<file path="src/rtl/cpu_types_pkg.sv">
// Shared CPU types: register index width and pipeline controller FSM states.
package cpu_types_pkg;

   localparam int unsigned RegBits = 5;

   typedef logic [RegBits-1:0] regbits_t;

   typedef enum logic [1:0] {
      RUN     = 2'd0,
      MEMWAIT = 2'd1,
      HALTED  = 2'd2
   } pipe_state_t;

endpackage

</file>
<file path="src/rtl/hazard_unit.sv">
// Load-use hazard detector: a load in EX whose destination feeds the instruction in ID.
module hazard_unit
   import cpu_types_pkg::*;
(
   input  logic     ex_memread,
   input  regbits_t ex_rd,
   input  regbits_t id_rs,
   input  regbits_t id_rt,
   output logic     load_use
);

   // $zero is never a real dependency
   always_comb begin
      load_use = ex_memread && (ex_rd != '0) && ((ex_rd == id_rs) || (ex_rd == id_rt));
   end

endmodule

</file>
<file path="src/rtl/pipeline_controller.sv">
// Five-stage pipeline stall/flush/halt controller.
// Optional PIPE_CTRL_STATS_EN adds saturating stall_cnt/flush_cnt outputs.
module pipeline_controller
   import cpu_types_pkg::*;
(
   input  logic     CLK,
   input  logic     nRST,
   input  logic     ihit,
   input  logic     dhit,
   input  logic     mem_dreq,
   input  regbits_t id_rs,
   input  regbits_t id_rt,
   input  logic     ex_memread,
   input  regbits_t ex_rd,
   input  logic     ex_branch_taken,
   input  logic     wb_halt,
   output logic     pc_en,
   output logic     ifid_en,
   output logic     idex_en,
   output logic     exmem_en,
   output logic     memwb_en,
   output logic     ifid_flush,
   output logic     idex_flush,
   output logic     halt_out
`ifdef PIPE_CTRL_STATS_EN
  ,output logic [31:0] stall_cnt,
   output logic [31:0] flush_cnt
`endif
);

   pipe_state_t state_q, state_d;
   logic        load_use;
   logic        mem_ok;
   logic        advance;

   hazard_unit u_hazard (
      .ex_memread (ex_memread),
      .ex_rd      (ex_rd),
      .id_rs      (id_rs),
      .id_rt      (id_rt),
      .load_use   (load_use)
   );

   // Once waiting, only dhit releases the pipe even if mem_dreq has dropped
   always_comb begin
      mem_ok  = ((state_q != MEMWAIT) && !mem_dreq) || dhit;
      advance = ihit && mem_ok;
   end

   always_ff @(posedge CLK or negedge nRST) begin
      if (!nRST) begin
         state_q <= RUN;
      end else begin
         state_q <= state_d;
      end
   end

   always_comb begin
      state_d = state_q;
      if (state_q != HALTED && wb_halt && advance) begin
         state_d = HALTED;
      end else begin
         unique case (state_q)
            RUN:     if (mem_dreq && !dhit) state_d = MEMWAIT;
            MEMWAIT: if (dhit) state_d = RUN;
            HALTED:  state_d = HALTED;
            default: state_d = RUN;
         endcase
      end
   end

   always_comb begin
      pc_en      = 1'b0;
      ifid_en    = 1'b0;
      idex_en    = 1'b0;
      exmem_en   = 1'b0;
      memwb_en   = 1'b0;
      ifid_flush = 1'b0;
      idex_flush = 1'b0;
      halt_out   = 1'b0;
      if (state_q == HALTED) begin
         halt_out = 1'b1;
      end else begin
         pc_en    = advance;
         ifid_en  = advance;
         idex_en  = advance;
         exmem_en = advance;
         memwb_en = advance;
         // Flushes only on an advancing cycle; a stalled branch waits in EX
         if (advance) begin
            if (ex_branch_taken) begin
               ifid_flush = 1'b1;
               idex_flush = 1'b1;
            end else if (load_use) begin
               pc_en      = 1'b0;
               ifid_en    = 1'b0;
               idex_flush = 1'b1;
            end
         end
      end
   end

`ifdef PIPE_CTRL_STATS_EN
   logic stall_inc;

   always_comb begin
      stall_inc = (state_q != HALTED) && !advance;
   end

   always_ff @(posedge CLK or negedge nRST) begin
      if (!nRST) begin
         stall_cnt <= '0;
         flush_cnt <= '0;
      end else begin
         if (stall_inc && stall_cnt != 32'hFFFF_FFFF) stall_cnt <= stall_cnt + 32'd1;
         if (ifid_flush && flush_cnt != 32'hFFFF_FFFF) flush_cnt <= flush_cnt + 32'd1;
      end
   end
`endif

endmodule

</file>
<file path="config.mk">
export PLATFORM = sky130hd
export DESIGN_NAME = pipeline_controller
export DESIGN_NICKNAME = d
export VERILOG_FILES = /design/src/rtl/cpu_types_pkg.sv /design/src/rtl/hazard_unit.sv /design/src/rtl/pipeline_controller.sv
export SDC_FILE = /design/constraint.sdc
export NUM_CORES = 1
export LEC_CHECK = 0
export CAP_MARGIN = 20
export CORE_AREA = 2 2 39 41
export CTS_BUF_LIST = sky130_fd_sc_hd__clkbuf_16
export CTS_CLUSTER_DIAMETER = 30
export DETAILED_ROUTE_END_ITERATION = 8
export DIE_AREA = 0 0 41 43
export PLACE_DENSITY = 0.66
export SLEW_MARGIN = 20
export SYNTH_ARGS = -nofsm -noshare
export SYNTH_HDL_FRONTEND = slang
export SYNTH_HIERARCHICAL = 1
export SYNTH_SLANG_ARGS = --single-unit
</file>
<file path="constraint.sdc">
create_clock -name CLK -period 3.1 [get_ports CLK]
set_clock_uncertainty 0.2 [all_clocks]
set_input_delay 0.93 -clock CLK [delete_from_list [all_inputs] [get_ports CLK]]
set_output_delay 0.93 -clock CLK [all_outputs]
set_load 0.01 [all_outputs]
</file>
### Word level (Yosys, flattened, before mapping)

Index checks and enable logic that the tools add are counted.

* add/sub/neg operators: 0
* $mul: 0
* divide/modulo/power cells: 0
* order comparisons: 0
* eq/ne operators: 8
* shifts and indexed selects: 0
* muxes and demuxes: 17
* bitwise operators: 0
* reductions and logical operators: 14

Operators with widths (number)
* $mux 1: 13
* $eq 5x5->1: 2
* $logic_and 1x1->1: 7
* $mux 2: 3
* $ne 3x3->1 const B: 2
* $pmux 2 s3: 1
* $reduce_bool 5->1: 1
* $eq 2x1->1 const B: 1
* $eq 2x2->1 const B: 1
* $logic_not 1->1: 2
* $logic_not 2->1: 1
* $logic_or 1x1->1: 2
* $ne 2x1->1 const B: 1
* $ne 2x2->1 const B: 1
* $reduce_and 2->1: 1

* register bits: 2
* bits in latches: 0
* bits in writable memories: 0
* bits in read-only memories: 0
* input bits: 23
* output and inout port bits: 8
* logic and storage cells: 40
* memories kept: 0

### Logic depth before layout (Yosys ltp)

* depth after elaboration: 7
* depth in mapped cells: 7
* gate-level depth less buffers: 6

### Modules after synthesis

Netlist, hierarchy kept.

By module, submodules not included
* pipeline_controller: times used 1, cells each 22, area an instance 175.2 um^2
* hazard_unit: times used 1, cells each 17, area an instance 125.1 um^2

### Worst setup path before layout

No wires, ideal clock.

* path kind: in2out
* start: input port ex_rd[1]
* end: output port pc_en
* data arrival time: 2.237 ns
* required time: 1.970 ns
* slack: -0.267 ns
* stages on the path: 6
* buffers on the path: 1
* path through: or4_1 o21ai_1 a21oi_1 nor2b_1 nor3_1 buf_4

* word-level cells in the longest chain between the ends: 7

RTL lines
* from (decl): line pipeline_controller.sv:14 `input regbits_t ex_rd,`
* $eq 5x5->1 / $reduce_bool 5->1 (equally long branches): line hazard_unit.sv:14 `load_use = ex_memread && (ex_rd != '0) && ((ex_rd == id_rs) || (ex_rd == id_rt));`
* $logic_or 1x1->1 / $logic_and 1x1->1 (equally long branches): line hazard_unit.sv:14
* $logic_and 1x1->1 (*): line hazard_unit.sv:14
* named net load_use: line pipeline_controller.sv:32 `logic load_use;`
* $mux 1 (*) (4 in series)
* to (decl): line pipeline_controller.sv:17 `output logic pc_en,`

Mark *: on every way through the listed nets, which the timed path passes. The rest lies on a longest branch.

### Worst setup path after layout

* start: input port ex_rd[4]
* end: output port pc_en

* word-level cells in the longest chain between the ends: 7

RTL lines
* $eq 5x5->1 / $reduce_bool 5->1 (equally long branches): line hazard_unit.sv:14
* $logic_or 1x1->1 / $logic_and 1x1->1 (equally long branches): line hazard_unit.sv:14
* $logic_and 1x1->1 (*): line hazard_unit.sv:14
* named net load_use: line pipeline_controller.sv:32
* $mux 1 (*): line pipeline_controller.sv:94 `end else if (load_use) begin`
* $mux 1 (*): line pipeline_controller.sv:91 `if (ex_branch_taken) begin`
* $mux 1 (*): line pipeline_controller.sv:90 `if (advance) begin`
* $mux 1 (*): line pipeline_controller.sv:81 `if (state_q == HALTED) begin`

Marks and branches as above.

==> reports/results.txt <==
Outcome -> finished with violations
Failing checks -> setup timing
Hpwl dp -> 778 um
ANT nets after route -> 0
Die Y -> 43 um
Multi-input gate area -> 274 um^2
Boundary Pins -> 31
Crit path cell chain -> buf_6 > or4_4 > o21ai_2 > a21oi_2 > nor2b_2 > nor3_2 > buf_2
CTS Hold Bufs -> 0
Largest area contributor in the netlist -> xor2_1
Slowest CP cell -> or4_4
Fmax achieved -> 305 MHz
Hold crit path type -> register to register
Reg area -> 50.0 um^2
Power per cell area -> 473 nW/um^2
FP Rows -> 14
Drt drc -> 0
Synth cell count leaders -> xor2_1, nor3_1, xnor2_1
Die Footprint -> 1760 um^2
CTS clock-pin slew for the worst setup and hold paths -> 0.03 ns
CP max FO -> 3
Util after Layout -> 0.524
Pre-antenna DRT Iters -> 3
Post-layout minimum cycle time -> 3.28 ns
Async SR Flop Fraction -> 1.00
Slew headroom -> 0.872
Largest registers -> state_q (2)
Mapped Cells -> 39
Final Hold Fails -> 0
Number of fill cells in the layout -> 142
DRT iter0 DRCs -> 4
Netlist cell types -> 21
Post-synth net total -> 62
Largest reg by FF count -> state_q
Synthesized flop and latch total -> 2
Ranking of synthesized cells by area -> xor2_1, dfrtp_1, xnor2_1
Setup TNS -> -0.541 ns
Vias in the first global route -> 407
Num CTS Buffers -> 3
Sink Count -> 2
Root Driver -> clkbuf_16
# H-tree levels -> 1
Area grow syn2layout -> 142%
Routed length per instance -> 10.4 um
Crit. End Element -> primary output
IO buf count -> 30
First-pass GRT wire length -> 1480 um
Pin count of the biggest net entering global routing -> 5
Synthesized area -> 300 um^2
ANT cells -> 0
Vias per cell -> 4.29
Place WS -> -0.976 ns
Worst vdd ir -> 0.452 mV
Final period util -> 1.06
Final slew viol count -> 0
Core ar. -> 1380 um^2
GRT Total Usage -> 0.121
Placed standard-cell area -> 641 um^2
Slew @ Worst Pin -> 0.192 ns
Initial antenna violation count -> 0
Max reg flops -> 2
Synth top area share -> 0.175
CP Launch Type -> input port
Unrepaired setup endpoints after global routing -> true
Share of cells above drive strength 1 -> 0.500
Critical Path Max Stage Delay -> 0.52 ns
Final Setup Violations -> 3
MaxCap Viol Count -> 0
Synth Warn # -> 6
CTS tree -> built
Die Span X -> 41 um
Nets -> 101
Avg Inst Size Synth -> 7.70 um^2
Post-synth top flop -> dfrtp_1
Skew-Pair Late Insertion Delay -> 0.22 ns
Critical path arrival -> 2.15 ns
CP Data Required Time -> 1.97 ns
Final worst slack -> -0.182 ns
Leakage -> 0.327 nW
Global route overflow -> 0
GPL Wtd Cong -> 0.643
Vias after detailed routing -> 395
Post-synth EDFFs -> 0
CP Class -> input port to primary output
Routed wire length -> 958 um
Final Cell Area -> 726 um^2
Maximum root-to-sink buffer count -> 2
Sequential area share after synthesis -> 0.167
Power Total -> 343 uW
Top-count cell post-synth -> xor2_1
Starting Density -> 0.217
[placed cells by master (no fill, tap or decap)]
master / count
nor2_1: 1
xor2_1: 5
nor3_2: 4
o21bai_1: 1
nand2_1: 1
clkdlybuf4s15_2: 1
nor2b_2: 1
clkdlybuf4s50_1: 7
nor2_2: 2
dfrtp_1: 2
or2b_1: 1
clkdlybuf4s15_1: 4
inv_1: 2
xor2_2: 1
nor3b_2: 1
xnor2_1: 4
buf_2: 6
buf_4: 6
a32o_1: 1
dlygate4sd2_1: 5
a21oi_2: 1
nand2b_1: 1
clkbuf_16: 3
a21oi_4: 1
o21ai_0: 1
or4_4: 1
nand2_2: 1
buf_6: 3
clkbuf_2: 5
o21ai_2: 1
nand3_1: 2
[critical path, delay by kind of cell]
kind	cells	cell delay, ns
simple gates	3	0.79
compound gates	2	0.18
buf+inv	2	0.26
[layout make-up]
class / instances / share of cell area
multi-input combinational: 32 / 0.378
tap: 16 / 0.0276
timing repair buffer: 37 / 0.412
sequential: 2 / 0.0690
inverter: 2 / 0.0103
clock buffer: 3 / 0.103
[what timing repair did]
action                     in CTS  in global routing
setup endpoints to repair       7                  6
resized for setup              61                 16
setup buffers                   2                  0
cloned                          0                  0
pin swaps                      19                 11
[path summary, 6_finish.rpt]
| path | startpoint | end | slack, ns | cells after the start |
|---|---|---|---|---|
| setup / recovery | ex_rd[4] | pc_en | -0.18 | 7 |
| hold / removal | state_q[1] | state_q[0] | 0.26 | 1 |
| setup reg to reg | state_q[0] | state_q[1] | 2.05 | 2 |
| hold reg to reg | state_q[1] | state_q[0] | 0.26 | 1 |
| max in group asynchronous | nRST | state_q[0] | 1.90 | 1 |
| min in group asynchronous | nRST | state_q[1] | 0.68 | 1 |
[stage by stage]
stage                     instances  hold slack [ns]
final                            92            0.263
after CTS                        92            0.264
after detailed placement         87            0.256
after floorplan                  39            0.229
after global routing             92            0.309
after global placement           87            0.253
[per-layer routing]
| layer | track usage | part of all wire | vias to the layer above |
|---|---|---|---|
| li1 | - | - | 202 |
| met1 | 0.113 | 0.31 | 179 |
| met2 | 0.231 | 0.61 | 14 |
| met3 | 0.0157 | 0.078 | 0 |
| met4 | 0.0600 | 0 | 0 |
| met5 | 0 | 0 | - |
[cells by family (layout without fill, tap and decap cells)]
group / count (synthesis) / in the layout / share of synthesized area
flops: 2 / 2 / 0.167
buf+inv: 5 / 42 / 0.100
simple gates: 16 / 16 / 0.304
compound gates: 6 / 6 / 0.137
xor+xnor: 10 / 10 / 0.292
[where the power goes]
group	switching, mW	leakage (nW)	internal [mW]
registers	0.00437	0.0241	0.0317
logic	0.0496	0.266	0.0642
clock network	0.0292	0.0370	0.164
total	0.0831	0.327	0.260
No activity file was read; power rests on OpenSTA's default activity.
